### src/rtl/usb_ep_rd_stream_if.sv
// Bundle of command, endpoint-buffer read port and byte-stream signals for usb_ep_rd_stream.
// The slave modport is the streamer's view; master is the surrounding logic's view.
interface usb_ep_rd_stream_if #(
  parameter int AWIDTH = 11,
  parameter int LWIDTH = 10
);
  logic              cmd_start;
  logic [AWIDTH-1:0] cmd_addr;
  logic [LWIDTH-1:0] cmd_len;
  logic              cmd_ready;
  logic              abort;
  logic [AWIDTH-1:0] buf_rd_addr_0;
  logic              buf_rd_en_0;
  logic [7:0]        buf_rd_data_1;
  logic [7:0]        out_data;
  logic              out_valid;
  logic              out_last;
  logic              out_ready;
  logic              done;

  modport slave (
    input  cmd_start, cmd_addr, cmd_len, abort, buf_rd_data_1, out_ready,
    output cmd_ready, buf_rd_addr_0, buf_rd_en_0, out_data, out_valid, out_last, done
  );

  modport master (
    output cmd_start, cmd_addr, cmd_len, abort, buf_rd_data_1, out_ready,
    input  cmd_ready, buf_rd_addr_0, buf_rd_en_0, out_data, out_valid, out_last, done
  );
endinterface

### src/rtl/usb_ep_rd_stream.sv
// Streams one packet out of an endpoint buffer (1-cycle read latency) as a valid/ready
// byte stream through a 2-entry registered FIFO.
//
// state | meaning
// IDLE  | waiting for cmd_start, cmd_ready=1
// FETCH | issuing buffer reads while FIFO credit allows
// DRAIN | all reads issued, waiting for the last byte handshake
// DONE  | one-cycle done pulse
module usb_ep_rd_stream #(
  parameter int AWIDTH = 11,
  parameter int LWIDTH = 10
) (
  input logic                 clk,
  input logic                 rst_n,
  usb_ep_rd_stream_if.slave   bus
);

  typedef enum logic [1:0] {S_IDLE, S_FETCH, S_DRAIN, S_DONE} state_e;

  state_e            state_q, state_d;
  logic [AWIDTH-1:0] addr_q, addr_d;
  logic [LWIDTH-1:0] rem_q, rem_d;
  logic              inflight_q, inflight_d;
  logic              inflight_last_q, inflight_last_d;
  logic [1:0]        count_q, count_d;
  logic [7:0]        head_data_q, head_data_d;
  logic [7:0]        tail_data_q, tail_data_d;
  logic              head_last_q, head_last_d;
  logic              tail_last_q, tail_last_d;

  logic              pop;
  logic              push;
  logic              rd_issue;
  logic [2:0]        occ_sum;

  // Credit check counts the byte in flight and frees the slot popped this cycle,
  // so back-to-back reads sustain one byte per cycle without overflowing the FIFO.
  always_comb begin
    pop      = (count_q != 2'd0) && bus.out_ready;
    push     = inflight_q;
    occ_sum  = {1'b0, count_q} + {2'b00, inflight_q} - {2'b00, pop};
    rd_issue = (state_q == S_FETCH) && (rem_q != '0) && (occ_sum < 3'd2) && !bus.abort;
  end

  always_comb begin
    state_d         = state_q;
    addr_d          = addr_q;
    rem_d           = rem_q;
    inflight_d      = rd_issue;
    inflight_last_d = rd_issue && (rem_q == LWIDTH'(1));

    case (state_q)
      S_IDLE: begin
        if (bus.cmd_start) begin
          addr_d  = bus.cmd_addr;
          rem_d   = bus.cmd_len;
          state_d = (bus.cmd_len == '0) ? S_DONE : S_FETCH;
        end
      end
      S_FETCH: begin
        if (rd_issue) begin
          addr_d = addr_q + AWIDTH'(1);
          rem_d  = rem_q - LWIDTH'(1);
          if (rem_q == LWIDTH'(1)) state_d = S_DRAIN;
        end
      end
      S_DRAIN: begin
        if (pop && head_last_q) state_d = S_DONE;
      end
      S_DONE: begin
        state_d = S_IDLE;
      end
      default: begin
        state_d = S_IDLE;
      end
    endcase

    if (bus.abort) begin
      state_d    = S_IDLE;
      rem_d      = '0;
      inflight_d = 1'b0;
    end
  end

  always_comb begin
    count_d     = count_q;
    head_data_d = head_data_q;
    head_last_d = head_last_q;
    tail_data_d = tail_data_q;
    tail_last_d = tail_last_q;

    case ({push, pop})
      2'b10: begin
        if (count_q == 2'd0) begin
          head_data_d = bus.buf_rd_data_1;
          head_last_d = inflight_last_q;
        end else begin
          tail_data_d = bus.buf_rd_data_1;
          tail_last_d = inflight_last_q;
        end
        count_d = count_q + 2'd1;
      end
      2'b01: begin
        if (count_q == 2'd2) begin
          head_data_d = tail_data_q;
          head_last_d = tail_last_q;
        end
        count_d = count_q - 2'd1;
      end
      2'b11: begin
        if (count_q == 2'd1) begin
          head_data_d = bus.buf_rd_data_1;
          head_last_d = inflight_last_q;
        end else begin
          head_data_d = tail_data_q;
          head_last_d = tail_last_q;
          tail_data_d = bus.buf_rd_data_1;
          tail_last_d = inflight_last_q;
        end
      end
      default: begin
        count_d = count_q;
      end
    endcase

    if (bus.abort) begin
      count_d     = 2'd0;
      head_last_d = 1'b0;
      tail_last_d = 1'b0;
    end
  end

  always_ff @(posedge clk or negedge rst_n) begin
    if (!rst_n) begin
      state_q         <= S_IDLE;
      addr_q          <= '0;
      rem_q           <= '0;
      inflight_q      <= 1'b0;
      inflight_last_q <= 1'b0;
      count_q         <= 2'd0;
      head_data_q     <= 8'd0;
      head_last_q     <= 1'b0;
      tail_data_q     <= 8'd0;
      tail_last_q     <= 1'b0;
    end else begin
      state_q         <= state_d;
      addr_q          <= addr_d;
      rem_q           <= rem_d;
      inflight_q      <= inflight_d;
      inflight_last_q <= inflight_last_d;
      count_q         <= count_d;
      head_data_q     <= head_data_d;
      head_last_q     <= head_last_d;
      tail_data_q     <= tail_data_d;
      tail_last_q     <= tail_last_d;
    end
  end

  assign bus.cmd_ready     = (state_q == S_IDLE);
  assign bus.buf_rd_en_0   = rd_issue;
  assign bus.buf_rd_addr_0 = addr_q;
  assign bus.out_data      = head_data_q;
  assign bus.out_valid     = (count_q != 2'd0);
  assign bus.out_last      = head_last_q && (count_q != 2'd0);
  assign bus.done          = (state_q == S_DONE);

endmodule

### src/flat_wrapper.sv
// flat-port wrapper written by rule: the top's interface ports become plain ports
module usb_ep_rd_stream_flat 
#(
  parameter int AWIDTH = 11,
  parameter int LWIDTH = 10
)
  (clk, rst_n, bus_cmd_start, bus_cmd_addr, bus_cmd_len, bus_abort, bus_buf_rd_data_1, bus_out_ready, bus_cmd_ready, bus_buf_rd_addr_0, bus_buf_rd_en_0, bus_out_data, bus_out_valid, bus_out_last, bus_done);
  usb_ep_rd_stream_if #(.AWIDTH(AWIDTH), .LWIDTH(LWIDTH)) bus_i ();
  input logic clk;
  input logic rst_n;
  input wire logic [$bits(bus_i.cmd_start)-1:0] bus_cmd_start;
  input wire logic [$bits(bus_i.cmd_addr)-1:0] bus_cmd_addr;
  input wire logic [$bits(bus_i.cmd_len)-1:0] bus_cmd_len;
  input wire logic [$bits(bus_i.abort)-1:0] bus_abort;
  input wire logic [$bits(bus_i.buf_rd_data_1)-1:0] bus_buf_rd_data_1;
  input wire logic [$bits(bus_i.out_ready)-1:0] bus_out_ready;
  output wire logic [$bits(bus_i.cmd_ready)-1:0] bus_cmd_ready;
  output wire logic [$bits(bus_i.buf_rd_addr_0)-1:0] bus_buf_rd_addr_0;
  output wire logic [$bits(bus_i.buf_rd_en_0)-1:0] bus_buf_rd_en_0;
  output wire logic [$bits(bus_i.out_data)-1:0] bus_out_data;
  output wire logic [$bits(bus_i.out_valid)-1:0] bus_out_valid;
  output wire logic [$bits(bus_i.out_last)-1:0] bus_out_last;
  output wire logic [$bits(bus_i.done)-1:0] bus_done;
  assign bus_i.cmd_start = bus_cmd_start;
  assign bus_i.cmd_addr = bus_cmd_addr;
  assign bus_i.cmd_len = bus_cmd_len;
  assign bus_i.abort = bus_abort;
  assign bus_i.buf_rd_data_1 = bus_buf_rd_data_1;
  assign bus_i.out_ready = bus_out_ready;
  assign bus_cmd_ready = bus_i.cmd_ready;
  assign bus_buf_rd_addr_0 = bus_i.buf_rd_addr_0;
  assign bus_buf_rd_en_0 = bus_i.buf_rd_en_0;
  assign bus_out_data = bus_i.out_data;
  assign bus_out_valid = bus_i.out_valid;
  assign bus_out_last = bus_i.out_last;
  assign bus_done = bus_i.done;
  usb_ep_rd_stream #(.AWIDTH(AWIDTH), .LWIDTH(LWIDTH)) u_core (.clk(clk), .rst_n(rst_n), .bus(bus_i));
endmodule
### config.mk
export PLATFORM = sky130hd
export DESIGN_NAME = usb_ep_rd_stream_flat
export DESIGN_NICKNAME = d
export VERILOG_FILES = /design/src/rtl/usb_ep_rd_stream_if.sv /design/src/rtl/usb_ep_rd_stream.sv /design/src/flat_wrapper.sv
export SDC_FILE = /design/constraint.sdc
export NUM_CORES = 1
export LEC_CHECK = 0
export ABC_AREA = 1
export BUFFER_PORTS_ARGS = -buffer_cell sky130_fd_sc_hd__buf_2
export CORE_AREA = 2 2 84 86
export DETAILED_ROUTE_END_ITERATION = 16
export DIE_AREA = 0 0 86 88
export HOLD_SLACK_MARGIN = 0.08
export MAX_ROUTING_LAYER = met4
export PLACE_DENSITY = 0.64
export SKIP_LAST_GASP = 1
export SLEW_MARGIN = 5
export SYNTH_ARGS = -nofsm -noshare
export SYNTH_HDL_FRONTEND = slang
export SYNTH_SLANG_ARGS = --single-unit
export TNS_END_PERCENT = 5
### constraint.sdc
create_clock -name clk -period 3.3 [get_ports clk]
set_input_delay 0.66 -clock clk [delete_from_list [all_inputs] [get_ports clk]]
set_output_delay 0.66 -clock clk [all_outputs]
set_load 0.01 [all_outputs]
# Word level (Yosys, flattened, before mapping)
# Cells that the tools add are included.
totals:
  regBits: 45
  inputBits: 34
  out_inout_bits: 24
  wordCells: 100
classes:
  addsub: 6
  magnitude_cmp: 1
  n_eq_ne: 23
  muxes: 33
  n_reduce_logical: 27
ops:
  columns: ["op", "n"]
  rows:
  - ["two-way mux 8 bit", 5]
  - ["two-way mux 10 bit", 3]
  - ["case mux 8 bit (3 select lines)", 1]
  - ["two-way mux 11 bit", 2]
  - ["case mux 11 bit (2 select lines)", 1]
  - ["case mux 10 bit (2 select lines)", 1]
  - ["AND reduction 3 bit", 6]
  - ["case mux 8 bit (2 select lines)", 1]
  - ["two-way mux 2 bit", 7]
  - ["!= test 3 x 2 -> 1 bit, second input constant", 4]
  - ["!= test 3 bit, second input constant", 4]
  - ["nonzero test 3 bit", 4]
  - ["adder 11 x 1 -> 11 bit, second input constant", 1]
  - ["== test 10 x 1 -> 1 bit, second input constant", 1]
  - ["== test 2 bit, second input constant", 5]
  - ["logical NOT 10 bit", 1]
  - ["nonzero test 10 bit", 1]
  - ["subtractor 10 x 1 -> 10 bit, second input constant", 1]
  - ["two-way mux 1 bit", 8]
  - ["case mux 2 bit (4 select lines)", 1]
  - ["logical AND 1 bit", 7]
  - ["== test 2 x 1 -> 1 bit, second input constant", 3]
  - ["!= test 2 x 1 -> 1 bit, second input constant", 3]
  - ["!= test 2 bit, second input constant", 3]
  - ["13 further kinds", 16]

# Depth between registers and ports, before layout
# Gate-level depths: netlist of the first run.
logic_depth:
  ltp_word: 9
  ltp_mapped: 18
  mapped_depth_nobuf: 18

# Least setup slack after synthesis of the first run
# No wires, ideal clock.
synth_timing:
  kind: "register to output"
  startpoint: "register u_core.count_q[1]"
  endpoint: "output port bus_buf_rd_en_0"
  arrival_time_ps: 2340
  required_ps: 2640
  setup_slack_ps: 300
  path_stages_with_launch: 13
  path_buffers: 0
  cell_sequence: "dfrtp_1 inv_1 ha_1 inv_1 nand2_1 inv_1 ha_1 or2_2 fa_1 nand2_2 nor2_4 nand2_4 inv_1"
synth_via:
  elab_chain_len: 6
  word_cells_on_any_way: 7
  classes_between: "add/sub (2); order compare (1); reduce/logical (4)"
synth_lines:
  columns: ["element", "line_no", "text"]
  rows:
  - ["start, declared", "usb_ep_rd_stream.sv:25", "logic [1:0] count_q, count_d;"]
  - ["start signal, assigned", "usb_ep_rd_stream.sv:151", "count_q <= count_d;"]
  - ["nonzero test 2 bit", null, null]
  - ["net bus_out_valid", "flat_wrapper.sv:21", "output wire logic [$bits(bus_i.out_valid)-1:0] bus_out_valid;"]
  - ["logical AND 1 bit", "usb_ep_rd_stream.sv:39", "pop = (count_q != 2'd0) && bus.out_ready;"]
  - ["subtractor 3 x 1 -> 3 bit", "usb_ep_rd_stream.sv:41", "occ_sum = {1'b0, count_q} + {2'b00, inflight_q} - {2'b00, pop};"]
  - ["< comparator 3 x 2 -> 1 bit", "usb_ep_rd_stream.sv:42", "rd_issue = (state_q == S_FETCH) && (rem_q != '0) && (occ_sum < 3'd2) && !bus.abort;"]
  - ["logical AND 1 bit (2 in a row)", "usb_ep_rd_stream.sv:42", null]
  - ["end, declared", "flat_wrapper.sv:19", "output wire logic [$bits(bus_i.buf_rd_en_0)-1:0] bus_buf_rd_en_0;"]
# The timed path passes the listed nets, and every way through them passes these cells.

# Worst setup path in the final report of the first run
layout_timing:
  startpoint: "register u_core.count_q[0]"
  endpoint: "output port bus_buf_rd_en_0"
layout_via:
  elab_chain_len: 6
  word_cells_on_any_way: 7
  classes_between: "add/sub (2); order compare (1); reduce/logical (4)"
layout_lines:
  columns: ["element", "line_no"]
  rows:
  - ["branches (longest 2 deep; another with adder 2 x 1 -> 3 bit)", null]
  - ["subtractor 3 x 1 -> 3 bit (*)", "usb_ep_rd_stream.sv:41"]
  - ["< comparator 3 x 2 -> 1 bit (*)", "usb_ep_rd_stream.sv:42"]
  - ["logical AND 1 bit (*) (2 in a row)", "usb_ep_rd_stream.sv:42"]
# Every way passes the cells marked *.

==> impl_metrics.env, run 1 <==
export IMPL_synth_seq_cells=45
export IMPL_rows=30
export IMPL_cts_clk_slew_worst_paths_ns=0.09
export IMPL_cp_startpoint="u_core.count_q[0]$_DFFE_PN0P_"
export IMPL_critPathMaxFanout=4
export IMPL_crit_family="adder cells"
export IMPL_grt_pass1_vias=2550
export IMPL_maxCapViolations=0
export IMPL_syn_to_final_growth_pct=19.8
export IMPL_dp_hpwl_um=4990
export IMPL_insertion_delay_ns=0.30
export IMPL_drt_iter0_markers=163
export IMPL_slew_headroom_pct=30.8
export IMPL_max_clock_freq_mhz=314
export IMPL_min_from="u_core.tail_data_q[0]$_DFFE_PN0P_"
export IMPL_gp_congestion=0.860
export IMPL_timing_worst_setup_path_type="reg -> out"
export IMPL_cp_start_kind="flop"
export IMPL_dr_pass1_iters=4
export IMPL_leakagePower_nw=1.88
export IMPL_drive_gt1_share_pct=23.8
export IMPL_power_density_mw_per_mm2=883
export IMPL_hold_class="reg -> reg"
export IMPL_clock_path_buffers=2
export IMPL_setup_viol=0
export IMPL_synthCells=402
export IMPL_io_buffers=57
export IMPL_ys_flop_type="dfrtp_1"
export IMPL_synth_nets=452
export IMPL_antenna_found_initial=0
export IMPL_slowest_stage="fa_2"
export IMPL_grtUsageTotal_pct=20.2
export IMPL_cts_max_level=2
export IMPL_synth_async_sr_flop_share_pct=100
export IMPL_drcViolationCount=0
export IMPL_synth_edf_count=0
export IMPL_initial_core_util_pct=44.2
export IMPL_hold_viol_final=0
export IMPL_worstMarginPinSlew_ns=1.04
export IMPL_ys_seq_area_share_pct=38.4
export IMPL_post_place_cells=534
export IMPL_slew_viol_final=0
export IMPL_num_vias=2739
export IMPL_pin_count=58
export IMPL_critPathMaxStageDelay_ns=0.53
export IMPL_total_power_mw=3.10
export IMPL_wl_um=6960
export IMPL_postSynthAreaPerCell_um2=7.30
export IMPL_crit_chain="inv_2 -> ha_4 -> inv_2 -> nand2_2 -> inv_1 -> ha_1 -> or2_4 -> fa_2 -> nand2_2 -> nor2_4 -> nand2_4 -> inv_2 -> buf_6"
export IMPL_diodes=0
export IMPL_ctsHoldBuffers=0
export IMPL_vias_per_cell=4.98
export IMPL_ant_nets=0
export IMPL_synth_area_mm2=0.00293
export IMPL_r2r_start="u_core.count_q[0]$_DFFE_PN0P_"
export IMPL_fin_skew_ns=0.00444
export IMPL_root_buffer="clkbuf_8"
export IMPL_die_area_mm2=0.00757
export IMPL_peakVddDrop_uv=409
export IMPL_endpoint_kind="output pin"
export IMPL_die_y_um=88
export IMPL_fin_cells=550
export IMPL_nNetsFinal=519
export IMPL_grt_max_degree=46
export IMPL_worstPathArrival_ns=2.53
export IMPL_status="finished, final reports clean"
export IMPL_worst_path_most_repeated_cell="inv_2"
export IMPL_ys_types=31
export IMPL_cts_buffers=5
export IMPL_synth_warnings=0
export IMPL_cts_tree="done"
export IMPL_die_width_um=86
export IMPL_ff2ff_setup_slack_ns=0.37
export IMPL_gr_total_overflow=0
export IMPL_grt_first_pass_wirelength_um=12000
export IMPL_wire_per_inst_um=12.7
export IMPL_core_mm2=0.00664
export IMPL_finalCriticalPeriod_ns=3.19
export IMPL_required_ns=2.64
export IMPL_clock_sinks=45
export IMPL_worst_path_buf_inv=5
export IMPL_fin_crit_sh_pct=96.6
where the power goes:
group | internal, mW | switching, mW | total [mW]
Clock | 0.305 | 0.205 | 0.511
Sequential | 0.789 | 0.201 | 0.990
Combinational | 0.624 | 0.978 | 1.60
final cells by class:
| type | instances | area, um2 |
|---|---|---|
| timing repair buffer | 69 | 382 |
| clock buffer | 5 | 68.8 |
| multi-input combinational | 296 | 1570 |
| inverter | 52 | 198 |
| clock inverter | 3 | 68.8 |
| sequential | 45 | 1130 |
| tap | 80 | 100 |
| fill | 669 | 3130 |
path summary, 6_finish.rpt:
kind / endpoint / cells past startpoint
worst max-delay path: bus_buf_rd_en_0 / 13
worst min-delay path: u_core.tail_data_q[0]$_DFFE_PN0P_ / 2
worst max register to register: u_core.bus.buf_rd_addr_0[8]$_DFFE_PN0P_ / 16
worst min register to register: u_core.tail_data_q[0]$_DFFE_PN0P_ / 2
max in group asynchronous: u_core.bus.buf_rd_addr_0[0]$_DFFE_PN0P_ / 1
min in group asynchronous: u_core.tail_data_q[0]$_DFFE_PN0P_ / 1
cells in the mapped netlist (3+ instances only):
cell type | n | area share, %
clkbuf_1 | 4 | 0.51
nor3_1 | 5 | 0.85
a22oi_1 | 3 | 0.77
ha_1 | 15 | 6.4
o21ai_0 | 44 | 7.5
a21oi_1 | 7 | 1.2
nor2_1 | 27 | 3.5
nand2_1 | 128 | 16
inv_1 | 47 | 6.0
xor2_1 | 3 | 0.90
inv_2 | 4 | 0.51
nor2_2 | 5 | 1.1
buf_6 | 3 | 1.2
o21ai_1 | 4 | 0.68
dfrtp_1 | 45 | 38
mux2_2 | 8 | 3.1
nand3_1 | 31 | 5.3
state kept, by name (all words and copies together), names as in the netlist:
signal and cells:
u_core.head_last_q 1, u_core.count_q 2, u_core.tail_last_q 1, u_core.state_q 2, u_core.bus.out_data 8, u_core.tail_data_q 8
u_core.inflight_last_q 1, u_core.bus.buf_rd_addr_0 11, u_core.inflight_q 1, u_core.rem_q 10
logic make-up (layout without fill, tap and decap cells):
logic type / Yosys count / after routing / synth area share (%)
mux: 8 / 8 / 3.07
fa+ha+maj: 16 / 16 / 7.08
flops: 45 / 45 / 38.4
xor+xnor: 3 / 3 / 0.896
simple gates: 206 / 206 / 30.1
compound gates: 63 / 63 / 11.8
buf+inv: 61 / 129 / 8.74
tightest hold or removal path: stages, from the launching register on:
cell     delay, ns
dfrtp_1       0.35
nand2_1       0.05
o21ai_0       0.06
through the flow:
stage               hold slack (ns)  setup slack, ns  util (%)  setup TNS, ns  instance area, um2
floorplan                     0.364            0.300         -              0                2930
global placement              0.461            0.187      49.5              0                3290
detailed placement            0.471            0.113      49.5              0                3290
CTS                           0.493          0.00882      52.4              0                3480
global route                  0.515          -0.0126      52.9        -0.0126                3510
finish                        0.490            0.111      52.9              0                3510
layer usage:
layer	GRT usage [%]	up-vias	share of wire, %
met5	-	-	0
met4	3.46	0	0.82
met3	3.30	6	4.3
met2	32.5	64	46
met1	27.3	1254	49
li1	-	1415	-
layout by cell type (no fill, tap or decap):
cell and count:
o22ai_1 1, clkbuf_8 5, a2111oi_0 1, buf_2 56, nor2_4 2, buf_4 12
a22oi_1 3, a31o_2 1, nand3_4 1, nand2_1 127, nor2_1 27, inv_4 1
dfrtp_1 45, fa_2 1, a21oi_1 7, ha_1 14, inv_1 43, or2_2 1
nand4_1 2, o21ai_0 44, buf_6 1, nand2_4 1, nand3_1 31, inv_6 1
mux2_2 8, nor2_2 5, nor3_1 5, o21ai_1 4, xor2_1 3, ha_4 1
bufinv_16 2, o21a_1 1, nand2_2 3, inv_2 8, or2_4 1, a21oi_4 1
what timing repair did:
action	in CTS	in global routing
cloned	0	0
endpoints found under the setup margin	1	1
setup buffers	5	3
pin swaps	3	4
gates resized for setup	6	4
No activity file was read; power rests on OpenSTA's default activity.
==> run 2, diff against run 1 <==
--- a/config.mk
+++ b/config.mk
@@ -8,6 +8,7 @@
 export ABC_AREA = 1
 export BUFFER_PORTS_ARGS = -buffer_cell sky130_fd_sc_hd__buf_2
 export CORE_AREA = 2 2 84 86
+export CTS_CLUSTER_DIAMETER = 150
 export DETAILED_ROUTE_END_ITERATION = 16
 export DIE_AREA = 0 0 86 88
 export HOLD_SLACK_MARGIN = 0.08
==> constraint.sdc (replaced) <==
create_clock -name clk -period 3.6 [get_ports clk]
set_input_delay 0.72 -clock clk [delete_from_list [all_inputs] [get_ports clk]]
set_output_delay 0.72 -clock clk [all_outputs]
set_load 0.01 [all_outputs]
==> impl_metrics.env, run 2 (synthesized netlist as in run 1, its figures left out) <==
export IMPL_status="finished, final reports clean"
export IMPL_drcViolationCount=0
export IMPL_drive_gt1_share_pct=21.7
export IMPL_gp_congestion=0.836
export IMPL_mostFrequentLayoutCell="nand2_1"
export IMPL_fill_cells=651
export IMPL_wire_per_inst_um=12.4
export IMPL_grt_max_degree=46
export IMPL_root_buffer="clkbuf_8"
export IMPL_most_common_layout_cells="127 x nand2_1, 57 x buf_2, 45 x inv_1, 45 x dfrtp_1, 44 x o21ai_0"
export IMPL_io_buffers=57
export IMPL_critPathMaxFanout=5
export IMPL_insertion_delay_ns=0.30
export IMPL_drt_iter0_markers=138
export IMPL_clock_path_buffers=2
export IMPL_dr_pass1_iters=4
export IMPL_pin_count=58
export IMPL_setup_viol=0
export IMPL_fin_skew_ns=0.00467
export IMPL_grt_pass1_vias=2571
export IMPL_required_ns=2.88
export IMPL_tns_ns=0
export IMPL_antenna_found_initial=0
export IMPL_min_from="u_core.tail_data_q[0]$_DFFE_PN0P_"
export IMPL_endpoint_kind="output pin"
export IMPL_die_area_mm2=0.00757
export IMPL_largest_register_ffs=11
export IMPL_clock_sinks=45
export IMPL_hold_end="u_core.tail_data_q[0]$_DFFE_PN0P_"
export IMPL_rsz0062_at_grt="no"
export IMPL_slew_headroom_pct=30.9
export IMPL_worst_path_most_repeated_cell="inv_1"
export IMPL_grt_first_pass_wirelength_um=11600
export IMPL_diodes=0
export IMPL_stdcell_area_mm2=0.00344
export IMPL_cts_clk_slew_worst_paths_ns=0.09
export IMPL_max_clock_freq_mhz=292
export IMPL_initial_core_util_pct=44.2
export IMPL_crit_chain="inv_2 -> ha_4 -> inv_1 -> nand2_2 -> inv_1 -> ha_1 -> or2_2 -> fa_1 -> nand2_2 -> nor2_4 -> nand2_4 -> inv_1 -> buf_2"
export IMPL_placed_area_mm2=0.00327
export IMPL_post_route_util_pct=51.7
export IMPL_ant_nets=0
export IMPL_fin_crit_sh_pct=95.2
export IMPL_r2r_start="u_core.count_q[0]$_DFFE_PN0P_"
export IMPL_hold_viol_final=0
export IMPL_wl_um=6710
export IMPL_slowest_stage="fa_1"
export IMPL_dp_hpwl_um=4870
export IMPL_ff2ff_setup_slack_ns=0.67
export IMPL_vias_per_cell=5.01
export IMPL_timing_worst_setup_path_type="reg -> out"
export IMPL_rows=30
export IMPL_hold_class="reg -> reg"
export IMPL_r2r_cells=15
export IMPL_finalCriticalPeriod_ns=3.43
export IMPL_grtUsageTotal_pct=19.6
export IMPL_cts_buffers=5
export IMPL_min_path_cells=2
export IMPL_core_mm2=0.00664
export IMPL_slew_viol_final=0
export IMPL_num_vias=2712
export IMPL_leakagePower_nw=1.84
export IMPL_cts_max_level=2
export IMPL_nNetsFinal=510
export IMPL_gr_total_overflow=0
export IMPL_cp_start_kind="flop"
export IMPL_ctsHoldBuffers=0
export IMPL_power_density_mw_per_mm2=808
export IMPL_holdWs_ns=0.492
export IMPL_reg2reg_to="u_core.bus.buf_rd_addr_0[2]$_DFFE_PN0P_"
export IMPL_peakVddDrop_uv=369
export IMPL_maxCapViolations=0
export IMPL_worstPathArrival_ns=2.71
export IMPL_worstMarginPinSlew_ns=1.04
export IMPL_cts_tree="done"
export IMPL_syn_to_final_growth_pct=17.1
export IMPL_critPathMaxStageDelay_ns=0.50
export IMPL_die_width_um=86
export IMPL_die_y_um=88
==> run 2: worst max-delay path by stage <==
stage,startpoint,end,slack (ns)
5_1_grt,u_core.count_q[0]$_DFFE_PN0P_,bus_buf_rd_en_0,0.005
4_1_cts,u_core.count_q[0]$_DFFE_PN0P_,bus_buf_rd_en_0,0.02
2_1_floorplan,u_core.count_q[1]$_DFFE_PN0P_,bus_buf_rd_en_0,0.54
3_3_place_gp,bus_out_ready,bus_buf_rd_en_0,0.35
6_report,u_core.count_q[0]$_DFFE_PN0P_,bus_buf_rd_en_0,0.17
3_5_place_dp,u_core.count_q[1]$_DFFE_PN0P_,bus_buf_rd_en_0,0.28
==> run 2: power breakdown <==
| part | switching [mW] | leakage [nW] | internal, mW |
|---|---|---|---|
| Combinational | 0.882 | 1.19 | 0.527 |
| Sequential | 0.180 | 0.573 | 0.723 |
| Clock | 0.186 | 0.0687 | 0.280 |
| Total | 1.25 | 1.84 | 1.53 |
==> run 2: layout make-up <==
type | instances | area (um2) | area share [%]
clock buffers | 5 | 68.8 | 2.00
clock inverters | 3 | 68.8 | 2.00
inverters | 52 | 198 | 5.75
multi-input cells | 296 | 1570 | 45.6
flip-flops and latches | 45 | 1130 | 32.8
well taps | 80 | 100 | 2.91
repair buffers | 60 | 308 | 8.96
==> run 2: stage by stage <==
| stage | std cells | setup slack (ns) | total power, mW |
|---|---|---|---|
| after floorplan | 402 | 0.540 | 1.94 |
| after global placement | 531 | 0.348 | 2.27 |
| after detailed placement | 531 | 0.278 | 2.30 |
| after CTS | 540 | 0.0200 | 2.78 |
| after global routing | 541 | 0.00534 | 3.06 |
| final | 541 | 0.171 | 2.78 |
==> run 2: repair_timing <==
item                       CTS  global route
setup endpoints to repair    1             1
gates resized for setup      1             4
setup buffers                1             1
==> run 2: worst max-delay path: cells and delay by family (launching register included) <==
kind,cells,cell delay (ns)
adder cells (fa/ha/maj),3,0.92
AND/OR/NAND/NOR,5,0.65
buffers and inverters,5,0.44
flip-flops,1,0.40
==> run 2: metal layers <==
| layer | up-vias | global-route usage [%] | wire [um] |
|---|---|---|---|
| met3 | 4 | 3.30 | 346 |
| met4 | 0 | 4.47 | 40 |
| met1 | 1248 | 25.6 | 3270 |
| met2 | 65 | 32.0 | 3050 |
| met5 | - | - | 0 |
| li1 | 1395 | - | - |
==> run 3, diff against run 2 <==
--- a/config.mk
+++ b/config.mk
@@ -7,13 +7,13 @@
 export LEC_CHECK = 0
 export ABC_AREA = 1
 export BUFFER_PORTS_ARGS = -buffer_cell sky130_fd_sc_hd__buf_2
-export CORE_AREA = 2 2 84 86
+export CORE_AREA = 2 2 85 87
 export CTS_CLUSTER_DIAMETER = 150
 export DETAILED_ROUTE_END_ITERATION = 16
-export DIE_AREA = 0 0 86 88
+export DIE_AREA = 0 0 87 89
 export HOLD_SLACK_MARGIN = 0.08
 export MAX_ROUTING_LAYER = met4
-export PLACE_DENSITY = 0.64
+export PLACE_DENSITY = 0.63
 export SKIP_LAST_GASP = 1
 export SLEW_MARGIN = 5
 export SYNTH_ARGS = -nofsm -noshare
==> impl_metrics.env, run 3 (synthesized netlist as in run 1, its figures left out) <==
export IMPL_worst_path_buf_inv=5
export IMPL_cts_clk_slew_worst_paths_ns=0.10
export IMPL_worst_path_most_repeated_cell="inv_1"
export IMPL_insertion_delay_ns=0.31
export IMPL_power_density_mw_per_mm2=793
export IMPL_grt_max_degree=46
export IMPL_clock_sinks=45
export IMPL_num_vias=2699
export IMPL_drive_gt1_share_pct=21.7
export IMPL_dr_pass1_iters=4
export IMPL_critPathMaxStageDelay_ns=0.50
export IMPL_initial_core_util_pct=43.7
export IMPL_rsz0062_at_grt="no"
export IMPL_slew_headroom_pct=29.5
export IMPL_diodes=0
export IMPL_cts_buffers=5
export IMPL_io_buffers=57
export IMPL_status="finished, final reports clean"
export IMPL_fin_skew_ns=0.0106
export IMPL_maxCapViolations=0
export IMPL_fin_crit_sh_pct=95.5
export IMPL_drcViolationCount=0
export IMPL_max_clock_freq_mhz=291
export IMPL_grt_pass1_vias=2539
export IMPL_drt_iter0_markers=132
export IMPL_hold_viol_final=0
export IMPL_leakagePower_nw=1.83
export IMPL_die_area_mm2=0.00774
export IMPL_die_width_um=87
export IMPL_crit_chain="inv_2 -> ha_4 -> inv_1 -> nand2_2 -> inv_1 -> ha_1 -> or2_2 -> fa_1 -> nand2_2 -> nor2_4 -> nand2_4 -> inv_1 -> buf_2"
export IMPL_setup_viol=0
export IMPL_ctsHoldBuffers=0
export IMPL_cts_tree="done"
export IMPL_peakVddDrop_uv=260
export IMPL_required_ns=2.88
export IMPL_fill_cells=673
export IMPL_endpoint_kind="output pin"
export IMPL_total_power_mw=2.71
export IMPL_vias_per_cell=4.99
export IMPL_syn_to_final_growth_pct=16.5
export IMPL_most_common_layout_cells="127 x nand2_1, 57 x buf_2, 45 x inv_1, 45 x dfrtp_1, 44 x o21ai_0"
export IMPL_tns_ns=0
export IMPL_grt_first_pass_wirelength_um=11400
export IMPL_mostFrequentLayoutCell="nand2_1"
export IMPL_clock_path_buffers=2
export IMPL_ant_nets=0
export IMPL_hold_class="reg -> reg"
export IMPL_timing_worst_setup_path_type="reg -> out"
export IMPL_nNetsFinal=510
export IMPL_cp_start_kind="flop"
export IMPL_wire_per_inst_um=12.4
export IMPL_largest_register_ffs=11
export IMPL_cts_max_level=2
export IMPL_crit_family="adder cells"
export IMPL_slowest_stage="fa_1"
export IMPL_core_mm2=0.00672
export IMPL_rows=30
export IMPL_pin_count=58
export IMPL_grtUsageTotal_pct=19.1
export IMPL_root_buffer="clkbuf_8"
export IMPL_die_y_um=89
export IMPL_worstPathArrival_ns=2.72
export IMPL_critPathMaxFanout=5
export IMPL_dp_hpwl_um=4970
export IMPL_antenna_found_initial=0
export IMPL_slew_viol_final=0
export IMPL_gr_total_overflow=0
export IMPL_gp_congestion=0.853
export IMPL_finalCriticalPeriod_ns=3.44
export IMPL_worstMarginPinSlew_ns=1.06
export IMPL_wl_um=6690
run 3: changes by cell type in the layout (fill, tap and decap cells not counted), sizes merged:
cell | previous run | this run
bufinv | 2 | 1
clkinv | 0 | 1
run 3: through the flow:
step	hold slack, ns	util [%]	instance area [um2]	setup slack, ns	cells
2_1_floorplan	0.424	-	2930	0.540	402
3_3_place_gp	0.462	48.6	3270	0.341	531
3_5_place_dp	0.477	48.6	3270	0.315	531
4_1_cts	0.501	50.5	3390	0.00473	540
5_1_grt	0.522	50.9	3420	0.00419	541
6_report	0.504	50.9	3420	0.162	541
run 3: worst register-to-register path: stages, from the launching register on:
cell	delay [ns]
dfrtp_1	0.40
inv_2	0.11
ha_4	0.15
inv_1	0.05
nand2_2	0.08
inv_1	0.06
ha_1	0.26
or2_2	0.30
fa_1	0.50
nand2_2	0.07
nor2_4	0.12
nand2_4	0.09
a21oi_4	0.36
inv_2	0.15
nand2_1	0.09
nand2_1	0.05
run 3: area by class of cell:
type	instances	area [um2]	area share [%]
clock buffers	5	68.8	2.01
multi-input cells	296	1570	45.8
inverters	52	198	5.79
well taps	80	100	2.93
clock inverters	3	50.0	1.46
flip-flops and latches	45	1130	33.0
repair buffers	60	308	9.01
run 3: repair_timing:
action | in CTS | in global routing
endpoints found under the setup margin | 1 | 1
buffers inserted | 1 | 1
resized for setup | 0 | 5
run 3: per-layer routing:
layer	wire (um)	track usage, %
met5	0	-
met4	65	4.97
met3	302	3.42
met2	2950	29.5
met1	3380	26.1
run 3: worst paths after layout:
path | start | endpoint | slack [ns] | cells after the start
max | u_core.count_q[0]$_DFFE_PN0P_ | bus_buf_rd_en_0 | 0.16 | 13
min | u_core.tail_data_q[1]$_DFFE_PN0P_ | u_core.tail_data_q[1]$_DFFE_PN0P_ | 0.50 | 2
max reg2reg | u_core.count_q[0]$_DFFE_PN0P_ | u_core.bus.buf_rd_addr_0[1]$_DFFE_PN0P_ | 0.65 | 15
min reg2reg | u_core.tail_data_q[1]$_DFFE_PN0P_ | u_core.tail_data_q[1]$_DFFE_PN0P_ | 0.50 | 2
max in group asynchronous | rst_n | u_core.rem_q[1]$_DFFE_PN0P_ | 2.36 | 1
min in group asynchronous | rst_n | u_core.bus.out_data[7]$_DFFE_PN0P_ | 0.59 | 1
run 3: report_power, final:
part           leakage [nW]  switching, mW  internal (mW)
registers             0.573          0.185          0.723
clock network        0.0603          0.197          0.213
logic                  1.19          0.867          0.525
